==> src/rtl/iterative_shift_left.sv <==
// Multi-cycle logical left shifter: one shift-amount bit per cycle, LSB first,
// with valid/ready handshakes on both the operand and result sides.
module iterative_shift_left #(
  parameter  int unsigned WIDTH = 64,
  localparam int unsigned SHW   = $clog2(WIDTH)
) (
  input  logic             clk,
  input  logic             reset,
  input  logic             in_valid,
  output logic             in_ready,
  input  logic [WIDTH-1:0] in_data,
  input  logic [SHW-1:0]   in_shamt,
  output logic             out_valid,
  input  logic             out_ready,
  output logic [WIDTH-1:0] out_data
);

  if (WIDTH < 2 || (WIDTH & (WIDTH - 1)) != 0) begin : g_width_check
    $error("iterative_shift_left: WIDTH must be a power of 2 and >= 2");
  end

  typedef enum logic [1:0] {
    IDLE  = 2'd0,
    SHIFT = 2'd1,
    DONE  = 2'd2
  } state_e;

  state_e           state_q;
  logic [WIDTH-1:0] data_q;
  logic [WIDTH-1:0] data_d;
  logic [SHW-1:0]   shamt_q;
  logic [SHW-1:0]   k_q;
  logic             in_ready_q;
  logic             out_valid_q;
  logic             last_stage_c;

  // One zero-fill stage: shift by 2^k when shamt bit k is set.
  always_comb begin
    data_d = data_q;
    if (shamt_q[k_q]) begin
      data_d = data_q << (SHW'(1) << k_q);
    end
  end

  assign last_stage_c = (k_q == SHW'(SHW - 1));

  always_ff @(posedge clk) begin
    if (reset) begin
      state_q     <= IDLE;
      data_q      <= '0;
      shamt_q     <= '0;
      k_q         <= '0;
      in_ready_q  <= 1'b1;
      out_valid_q <= 1'b0;
    end else begin
      case (state_q)
        IDLE: begin
          if (in_valid && in_ready_q) begin
            data_q     <= in_data;
            shamt_q    <= in_shamt;
            k_q        <= '0;
            in_ready_q <= 1'b0;
            state_q    <= SHIFT;
          end
        end
        SHIFT: begin
          data_q <= data_d;
          k_q    <= k_q + SHW'(1);
          if (last_stage_c) begin
            out_valid_q <= 1'b1;
            state_q     <= DONE;
          end
        end
        DONE: begin
          // Result and flags hold until the consumer takes it.
          if (out_ready) begin
            out_valid_q <= 1'b0;
            in_ready_q  <= 1'b1;
            state_q     <= IDLE;
          end
        end
        default: begin
          out_valid_q <= 1'b0;
          in_ready_q  <= 1'b1;
          state_q     <= IDLE;
        end
      endcase
    end
  end

  assign in_ready  = in_ready_q;
  assign out_valid = out_valid_q;
  assign out_data  = data_q;

endmodule

==> config.mk <==
export PLATFORM = sky130hd
export DESIGN_NAME = iterative_shift_left
export DESIGN_NICKNAME = d
export VERILOG_FILES = /design/src/rtl/iterative_shift_left.sv
export SDC_FILE = /design/constraint.sdc
export NUM_CORES = 1
export LEC_CHECK = 0
export BUFFER_PORTS_ARGS = -buffer_cell sky130_fd_sc_hd__buf_2
export CAP_MARGIN = 30
export CORE_MARGIN = 10
export CORE_UTILIZATION = 25
export CTS_BUF_LIST = sky130_fd_sc_hd__clkbuf_2
export CTS_CLUSTER_DIAMETER = 120
export DETAILED_ROUTE_END_ITERATION = 12
export GPL_TIMING_DRIVEN = 0
export PLACE_DENSITY_LB_ADDON = 0.1
export SYNTH_ARGS = -nofsm -noshare
export SYNTH_HDL_FRONTEND = slang
export SYNTH_SLANG_ARGS = --single-unit
==> constraint.sdc <==
create_clock -name clk -period 2.6 [get_ports clk]
set_clock_uncertainty 0.1 [all_clocks]
set_input_delay 0.13 -clock clk [delete_from_list [all_inputs] [get_ports clk]]
set_output_delay 0.13 -clock clk [all_outputs]
set_load 0.005 [all_outputs]
Yosys cells after proc, flatten, opt, wreduce, memory -nomap -nowiden. Cells that the tools add are included.

$add $sub $neg: 1. $lt $le $gt $ge: 1. Equality and inequality tests: 7. Shifts and indexed selects: 2. Mux-type cells: 17. Bitwise operators: 2. Reductions and logical operators: 9.

Operators by type and width (count): two-way mux 64 bit (2); case mux 64 bit (2 select lines) (1); << shifter 64 x 6 -> 64 bit (1); case mux 6 bit (2 select lines) (1); AND reduction 3 bit (4); != test 2 bit (second input constant) (4); adder 6 x 1 -> 6 bit (second input constant) (1); equality test 6 x 3 -> 1 bit (second input constant) (1); less-than comparator 6 x 4 -> 1 bit (second input constant) (1); two-way mux 2 bit (3); two-way mux 6 bit (1); case mux 1 bit (3 select lines) (2); case mux 2 bit (3 select lines) (1); << shifter 1 x 6 -> 6 bit (first input constant) (1); two-way mux 1 bit (5); AND reduction 2 bit (2); binary-select mux 1 bit (select 3 bit) (1); equality test 2 x 1 -> 1 bit (second input constant) (1); equality test 2 bit (second input constant) (1); zero test 2 bit (1); inverter 1 bit (2); nonzero test 2 bit (1); logical AND 1 bit (1).

Bits in registers: 80. Bits of input ports: 74. Output and inout port bits: 66. Word-level logic and storage cells: 45.

Depth between registers and ports, before layout. Gate-level depths: netlist of run 1.

Depth in word-level cells: 4. Gate-level depth with buffers: 10. Depth with buffers taken out: 6.

Least setup slack after synthesis of run 1. OpenSTA, ideal clock, no wires.

Path kind: register to register. Start: register k_q[0]. End: register data_q[17] (netlist: out_data[17]). Data arrival time: 1.993 ns. Required time: 2.372 ns. Slack: 0.380 ns. Cell stages (with the launch flop): 10. Path buffers: 4. Clock period less this slack: 2.220 ns. Cell sequence: dfxtp_1 buf_4 mux4_2 and2_1 o21a_1 clkbuf_1 buf_2 buf_2 o22ai_1 nor2_1.

Word-level cells in the longest chain between the ends: 4.

RTL lines: start: declaration (line 32) `logic [SHW-1:0] k_q;`; start signal: assignment (line 68) `k_q <= k_q + SHW'(1);`; << shifter 1 x 6 -> 6 bit / binary-select mux 1 bit (select 3 bit) (equally long branches) (line 41, 40); << shifter 64 x 6 -> 64 bit / two-way mux 1 bit (equally long branches) (line 41, 40); two-way mux 64 bit / != test 2 bit (equally long branches); case mux 64 bit (2 select lines) / AND reduction 3 bit (equally long branches); end signal: assignment (line 59) `data_q <= in_data;`; end signal: assignment (line 67) `data_q <= data_d;`; end: declaration (line 29) `logic [WIDTH-1:0] data_q;`.

Several ways; a longest one is shown, not always the timed one. The select of a mux whose other input is x is not followed. A chain may end at the register's enable or synchronous reset.

Final worst setup path of run 1.
Start: register k_q[3]. End: register data_q[18] (netlist: out_data[18]).

Word-level cells in the longest chain between the ends: 4.

RTL lines: << shifter 1 x 6 -> 6 bit (line 41) `data_d = data_q << (SHW'(1) << k_q);`; << shifter 64 x 6 -> 64 bit (line 41); two-way mux 64 bit (line 40) `if (shamt_q[k_q]) begin`; case mux 64 bit (2 select lines) (line 56) `case (state_q)`.

No other way between the ends. The select of a mux whose other input is x is not followed.

==> key figures, run 1 <==
STA
  • Count of final max-slew check failures: 0
  • Post-route minimum period: between 2 and 3 ns
  • Slew headroom: 34.7%
  • Post-route setup slack: -0.0136 ns
  • Achievable Freq: between 300 and 400 MHz
  • Hold Slack: -0.0231 ns
  • Worst-Margin Slew: ~0.98 ns
  • Final setup viols: 2
  • Endpoints failing hold: 1
  • RSZ-0062 raised after global routing: true
  • Part of the cycle the worst path needs: 101%

Worst setup path
  • WP buf/inv: 3
  • Worst endpoint data arrival time: ~3.1 ns
  • Critical path cell sequence: buf_4, nor4_4, nand2_2, buf_6, buf_4, o21ai_1, a221oi_1, a311oi_1
  • CP Launch Type: flip-flop
  • CP Capture Type: flip-flop
  • Crit path max-delay family: compound AO/OA/AOI/OAI gates
  • Max incr delay on CP: between 0.5 and 0.6 ns
  • Required time worst endpoint: 3.11 ns
  • Slowest cell on crit path: o21ai_1
  • Most used cell along the critical path: buf_4
  • CP Class: reg -> reg
  • Crit Path Max Fanout: 10

Placed design
  • Port Buffer Count: between 100 and 150
  • Worst slack, placed: -0.786 ns
  • Placed insts: around 1.4k
  • DP HPWL: approximately 38 mm
  • Routability congestion estimate: slightly above 1

Die
  • Row count: 60
  • I/O Pins: between 100 and 150
  • Full die area: between 30000 and 40000 um^2
  • Die height: approximately 180 um
  • Initial Util: around a quarter
  • Die width: around 180 um
  • Placeable Area: 26800 um^2

CTS
  • CTS Buf Count: 9
  • Worst-Skew Late Latency: 0.67 ns
  • CTS root buf: clkbuf_2
  • Clock buffer depth: 2
  • TritonCTS clock tree: done
  • Clock H-tree levels: 3
  • Clk sink count: 80
  • Worst-path clk slew: 0.31 ns

Power and ir drop
  • Tot Pwr: roughly 4.7 mW
  • Pwr/cell area: 492 nW/um^2
  • P_leak: around 3.7 nW
  • VDD IR max: between 0.2 and 0.25 mV

Layout
  • Commonest cells after routing, fill and taps aside: buf_2 (145), nor2_1 (120), nand2_1 (85), dfxtp_1 (75), dlygate4sd3_1 (72)
  • Nets: 1219
  • Most common cell after layout, fill and taps aside: buf_2
  • Synth-to-Final Area Change: 41.7%
  • Layout Cells excl Fill: 1491
  • Layout cell share with drive strength beyond 1: 31.9%

Routing
  • DRT iter0 DRCs: 1400
  • Detail Route Antenna Nets: 0
  • Wire per inst: about 35 um
  • Vias: ~9.4k
  • Drt pass-1 iters: 6
  • Drt drc: 0
  • Via/cell ratio: between 6 and 7
  • Final WL: roughly 53 mm

Min path
  • Hold Path Class: in -> reg

Synth
  • Yosys top cell by area: dfxtp_1
  • Yosys warnings: 0
  • Synth Instances: between 800 and 900
  • Mapped Area: between 6000 and 7000 um^2
  • Area share of the largest cell type after synthesis: 23.7%
  • Post-Syn Nets: ~970
  • Synthesis-stage register bit count: 80
  • Post-synth EDFFs: 0
  • Avg Cell Area, Syn: ~7.5 um^2
  • Post-synthesis sequential area ratio: about a quarter
  • Area contributors post-synth: dfxtp_1 (24%), mux4_2 (7.7%), mux2i_1 (6.8%)
  • Netlist cell types: 65
  • Top FF cell, synth: dfxtp_1
  • Ys async rst share: 0%

Status
  • Violated checks: negative hold slack, negative setup slack
  • Outcome: finished with violations

Global route
  • GRT Overall Usage: between 30% and 40%
  • Global-route wire length before repair: around 73 mm
  • Pin count of the biggest net entering global routing: 14
  • Vias in the first global route: 9384
  • Initial antenna violation count: 4
  • Congestion Overflow GR: 0

Run
  • Max-cap violations: 0
per-stage QoR:
stage	setup TNS [ns]	utilization (%)	instance area, um^2
after floorplan	0	-	6760
after global placement	-40.89	29.4	7880
after detailed placement	-35.72	29.6	7940
after CTS	-0.00279	34.6	9260
after global routing	-0.00535	35.7	9580
final	-0.0207	35.7	9580
final timing paths:
| path | slack, ns | from | cells after the start | endpoint |
|---|---|---|---|---|
| setup / recovery | -0.01 | k_q[3] | 8 | out_data[18] |
| hold reg to reg | 0.39 | out_valid | 2 | out_valid |
| hold / removal | -0.02 | in_data[37] | 5 | out_data[37] |
| setup reg to reg | -0.01 | k_q[3] | 8 | out_data[18] |
sequential cells by signal (all words and copies together), names as in the netlist:
| signal | flops |
|---|---|
| out_data | 64 |
| k_q | 6 |
| shamt_q | 6 |
| state_q | 2 |
| in_ready | 1 |
| out_valid | 1 |
power breakdown:
part | switching, mW | internal [mW]
Combinational | 1.26 | 0.826
Clock | 0.569 | 0.316
Sequential | 0.368 | 1.37
Total | 2.20 | 2.51
worst min-delay path, delay by kind of cell:
family	cells	cell delay, ns
AO/OA/AOI/OAI	3	0.32
AND/OR/NAND/NOR	1	0.13
buffers and inverters	1	0.12
per-layer routing:
metal,routed length (um),track usage (%),up-vias
li1,-,-,3915
met1,21000,38.2,4590
met2,22400,44.7,728
met3,6050,8.68,209
met4,3300,17.5,2
met5,33,0,-
cells in the mapped netlist, types with 4 or more instances:
master	number
nor2_1	120
nand2_1	94
dfxtp_1	80
a21oi_1	75
o21ai_0	57
nor3_1	56
mux2i_1	46
clkbuf_1	43
buf_2	37
a211oi_1	30
a221oi_1	26
mux4_2	23
o22ai_1	15
a311oi_1	14
a31oi_1	13
nand3_1	11
nor2b_1	11
mux2_2	9
nand2b_1	9
nand4_1	9
o211ai_1	9
nor4_1	7
a221o_1	6
a22oi_1	6
o221ai_1	6
and3_1	5
o21ai_1	5
a2111oi_0	4
buf_1	4
buf_6	4
inv_1	4
o32ai_1	4
repair_timing:
item                                    CTS  global route
endpoints found under the hold margin    74             0
gates cloned                              0             1
hold buffers                             72             0
buffers inserted                         13             7
endpoints found under the setup margin   73            56
pin swaps                                11            16
gates resized for setup                 123            74
final cells by class:
class / instances / area (um^2)
Tap cell: 341 / 427
Buffer: 88 / 634
Multi-Input combinational cell: 722 / 5090
Clock buffer: 10 / 50.0
Antenna cell: 2 / 5.00
Sequential cell: 80 / 1610
Clock inverter: 6 / 83.8
Inverter: 5 / 18.8
Fill cell: 2902 / 17200
Timing Repair Buffer: 237 / 1660
cells by family after synthesis:
group | synth area share [%]
simple gates | 24.0
compound gates | 29.3
buf+inv | 6.63
flops | 23.7
mux | 16.0
fa+ha+maj | 0.370
(Power assumes the default switching activity.)
==> run 2: changes to the inputs <==
--- a/config.mk
+++ b/config.mk
@@ -5,6 +5,7 @@
 export SDC_FILE = /design/constraint.sdc
 export NUM_CORES = 1
 export LEC_CHECK = 0
+export ABC_AREA = 1
 export BUFFER_PORTS_ARGS = -buffer_cell sky130_fd_sc_hd__buf_2
 export CAP_MARGIN = 30
 export CORE_MARGIN = 10
==> run 2 against run 1 <==
  * The flow now finishes without violations
  * Sequential share of layout area shrank 2.5 points
  * First-iteration DRC count up 5.4%
  * Die area grew 13%
  * Wire length grew 28%
  * Critical path type unchanged
==> key figures, run 2 <==
Synth
  • Yosys warnings: 0
  • Post-Syn Nets: 1436
  • Ys async rst share: 0%
  • Area contributors post-synth: dfxtp_1 (21%), nand2_1 (18%), nand3_1 (16%)
  • Post-synthesis sequential area ratio: 20.7%
  • Post-synth EDFFs: 0
  • Most frequent cell after synthesis: nand2_1
  • Netlist cell types: 46
  • Synthesis-stage register bit count: 80
  • Post-synth top cells: nand2_1 (380), nand3_1 (253), a21oi_1 (106), inv_1 (99)
  • Area share of the largest cell type after synthesis: ~21%
  • Mapped Area: ~7700 um^2
  • Yosys top cell by area: dfxtp_1
  • Avg Cell Area, Syn: 5.69 um^2
  • Synth Instances: ~1.4k
  • Top FF cell, synth: dfxtp_1

Routing
  • Via/cell ratio: between 5 and 6
  • Drt drc: 0
  • Detail Route Antenna Nets: 0
  • Final WL: around 68 mm
  • Vias: between 10k and 15k
  • Drt pass-1 iters: 6
  • Wire per inst: roughly 33 um
  • DRT iter0 DRCs: 1476

Placed design
  • Worst slack, placed: -1.07 ns
  • Port Buffer Count: 138
  • Routability congestion estimate: ~1.1
  • Placed insts: 1901
  • DP HPWL: between 50 and 60 mm

Layout
  • Most common cell after layout, fill and taps aside: nand2_1
  • Layout Cells excl Fill: 2051
  • Multi-input gate area: 5780 um^2
  • Sequential standard cell area: 1610 um^2
  • Layout cell share with drive strength beyond 1: between 20% and 30%
  • Max FFs per register: 64
  • Synth-to-Final Area Change: 45.9%
  • # fillers: between 3k and 4k
  • Commonest cells after routing, fill and taps aside: nand2_1 (347), nand3_1 (207), buf_2 (158), a21oi_1 (102), inv_1 (99)
  • Nets: about 1.7k

Worst setup path
  • CP Class: reg -> reg
  • CP Capture Type: flip-flop
  • Worst endpoint data arrival time: between 3 and 4 ns
  • RR Endpoint: out_data[51]
  • CP startpoint: k_q[2]
  • Crit Path Max Fanout: 10
  • Worst Reg-to-Reg Cells: 13
  • Slack of the worst reg-to-reg path: ~0.022 ns
  • Required time worst endpoint: around 3.3 ns
  • CP Launch Type: flip-flop
  • Reg2reg start: k_q[2]

Min path
  • Hold endpoint: out_data[20]
  • Hold Path Class: in -> reg
  • Hold wc startpoint: in_data[20]
  • Hold path depth: 4

Global route
  • Initial antenna violation count: 3
  • Global-route wire length before repair: 90.9 mm
  • GRT Overall Usage: between 30% and 40%
  • Pin count of the biggest net entering global routing: 14
  • Vias in the first global route: 11.4k
  • Congestion Overflow GR: 0

CTS
  • Worst-path clk slew: roughly 0.28 ns
  • CTS root buf: clkbuf_2
  • Clock buffer depth: 2
  • Clk sink count: 80
  • Clock H-tree levels: 3
  • TritonCTS clock tree: done
  • Worst-Skew Late Latency: between 0.8 and 0.9 ns
  • CTS Buf Count: 9

Run
  • Max-cap violations: 0

Die
  • I/O Pins: 140
  • Row count: 64
  • Die height: slightly below 200 um
  • Initial Util: between 20% and 30%
  • Full die area: roughly 38000 um^2
  • Die width: a little under 200 um
  • Placeable Area: roughly 30000 um^2

STA
  • Setup_tns: 0 ns
  • Count of final max-slew check failures: 0
  • Final setup viols: 0
  • Achievable Freq: between 300 and 400 MHz
  • RSZ-0062 raised after global routing: true
  • Part of the cycle the worst path needs: between 90% and 100%
  • Post-route setup slack: around 0.022 ns
  • Slew headroom: about a third
  • Worst-Margin Slew: between 1 and 1.5 ns
  • Post-route minimum period: around 2.6 ns
  • Endpoints failing hold: 0
  • Hold Slack: around 0.0023 ns

Power and ir drop
  • Sequential share of power: roughly 20%
  • VDD IR max: ~0.36 mV
  • Net load switching power: between 5 and 6 mW
  • Clock network power share: between 7 and 8%
  • Combinational Power Share: about 72%
  • Internal power: approximately 3.9 mW
  • Tot Pwr: about 9.8 mW
  • Pwr/cell area: ~870 nW/um^2
  • P_leak: 5.14 nW
  • Switching Fraction: 60.4%

Status
  • Outcome: completed
## run 2: layout make-up
cell class,count,area share [%]
Multi-Input combinational cell,1066,51.2
Buffer,101,6.74
Sequential cell,80,14.3
Antenna cell,5,0.111
Timing Repair Buffer,275,18.6
Clock buffer,10,0.443
Clock inverter,5,0.299
Tap cell,396,4.39
Inverter,113,3.88
## run 2: worst max path at each step
stage | end | cells past startpoint
final | out_data[51] | 13
after floorplan | out_data[51] | 15
after CTS | out_data[33] | 14
after global placement | out_data[29] | 7
after global routing | out_data[62] | 15
after detailed placement | out_data[29] | 7
## run 2: power groups by stage
| stage | Clock [mW] | Sequential (mW) | Combinational, mW |
|---|---|---|---|
| after floorplan | 0 | 1.84 | 3.19 |
| after detailed placement | 0 | 1.98 | 5.85 |
| after global placement | 0 | 1.98 | 5.90 |
| after global routing | 0.795 | 2.02 | 7.43 |
| final | 0.730 | 1.99 | 7.10 |
| after CTS | 0.744 | 1.97 | 6.34 |
## run 2: metal layers
metal | GRT usage, % | up-vias | routed length [um]
li1 | - | 5199 | -
met2 | 49.0 | 726 | 27900
met3 | 10.6 | 210 | 7210
met5 | 0 | - | 13
met4 | 20.6 | 2 | 4850
met1 | 42.8 | 5704 | 27700
## run 2: worst max-delay path: stages (launching register included)
cell,delay (ns)
dfxtp_4,0.43
nor2_4,0.20
nand2_4,0.13
inv_2,0.13
nand2_2,0.09
buf_6,0.19
buf_4,0.22
o21ai_1,0.36
nand2_1,0.19
nand2_1,0.12
nand3_1,0.08
nand2_1,0.13
a21oi_4,0.07
nor2_1,0.09
## run 2: what timing repair did
action                                  CTS  global route
cloned                                    0             3
hold buffers                             93             0
gates resized for setup                 128           127
buffers inserted                         17            17
pin swaps                                11            23
endpoints found under the setup margin   72            66
endpoints found under the hold margin    77             0
## run 2: cells by family (layout without fill, tap and decap cells)
logic type,Yosys count,count (layout),share of synthesized area [%]
buffers and inverters,214,504,12.6
other,0,5,0
AND/OR/NAND/NOR,789,789,45.8
flip-flops,80,80,20.7
adder cells (fa/ha/maj),2,2,0.323
AO/OA/AOI/OAI,275,275,20.6
## run 2: per-stage QoR
step / utilization, % / area, um^2
2_1_floorplan: - / 7740
3_3_place_gp: 29.2 / 8920
3_5_place_dp: 29.5 / 9020
4_1_cts: 34.6 / 10600
5_1_grt: 36.9 / 11300
6_report: 36.9 / 11300
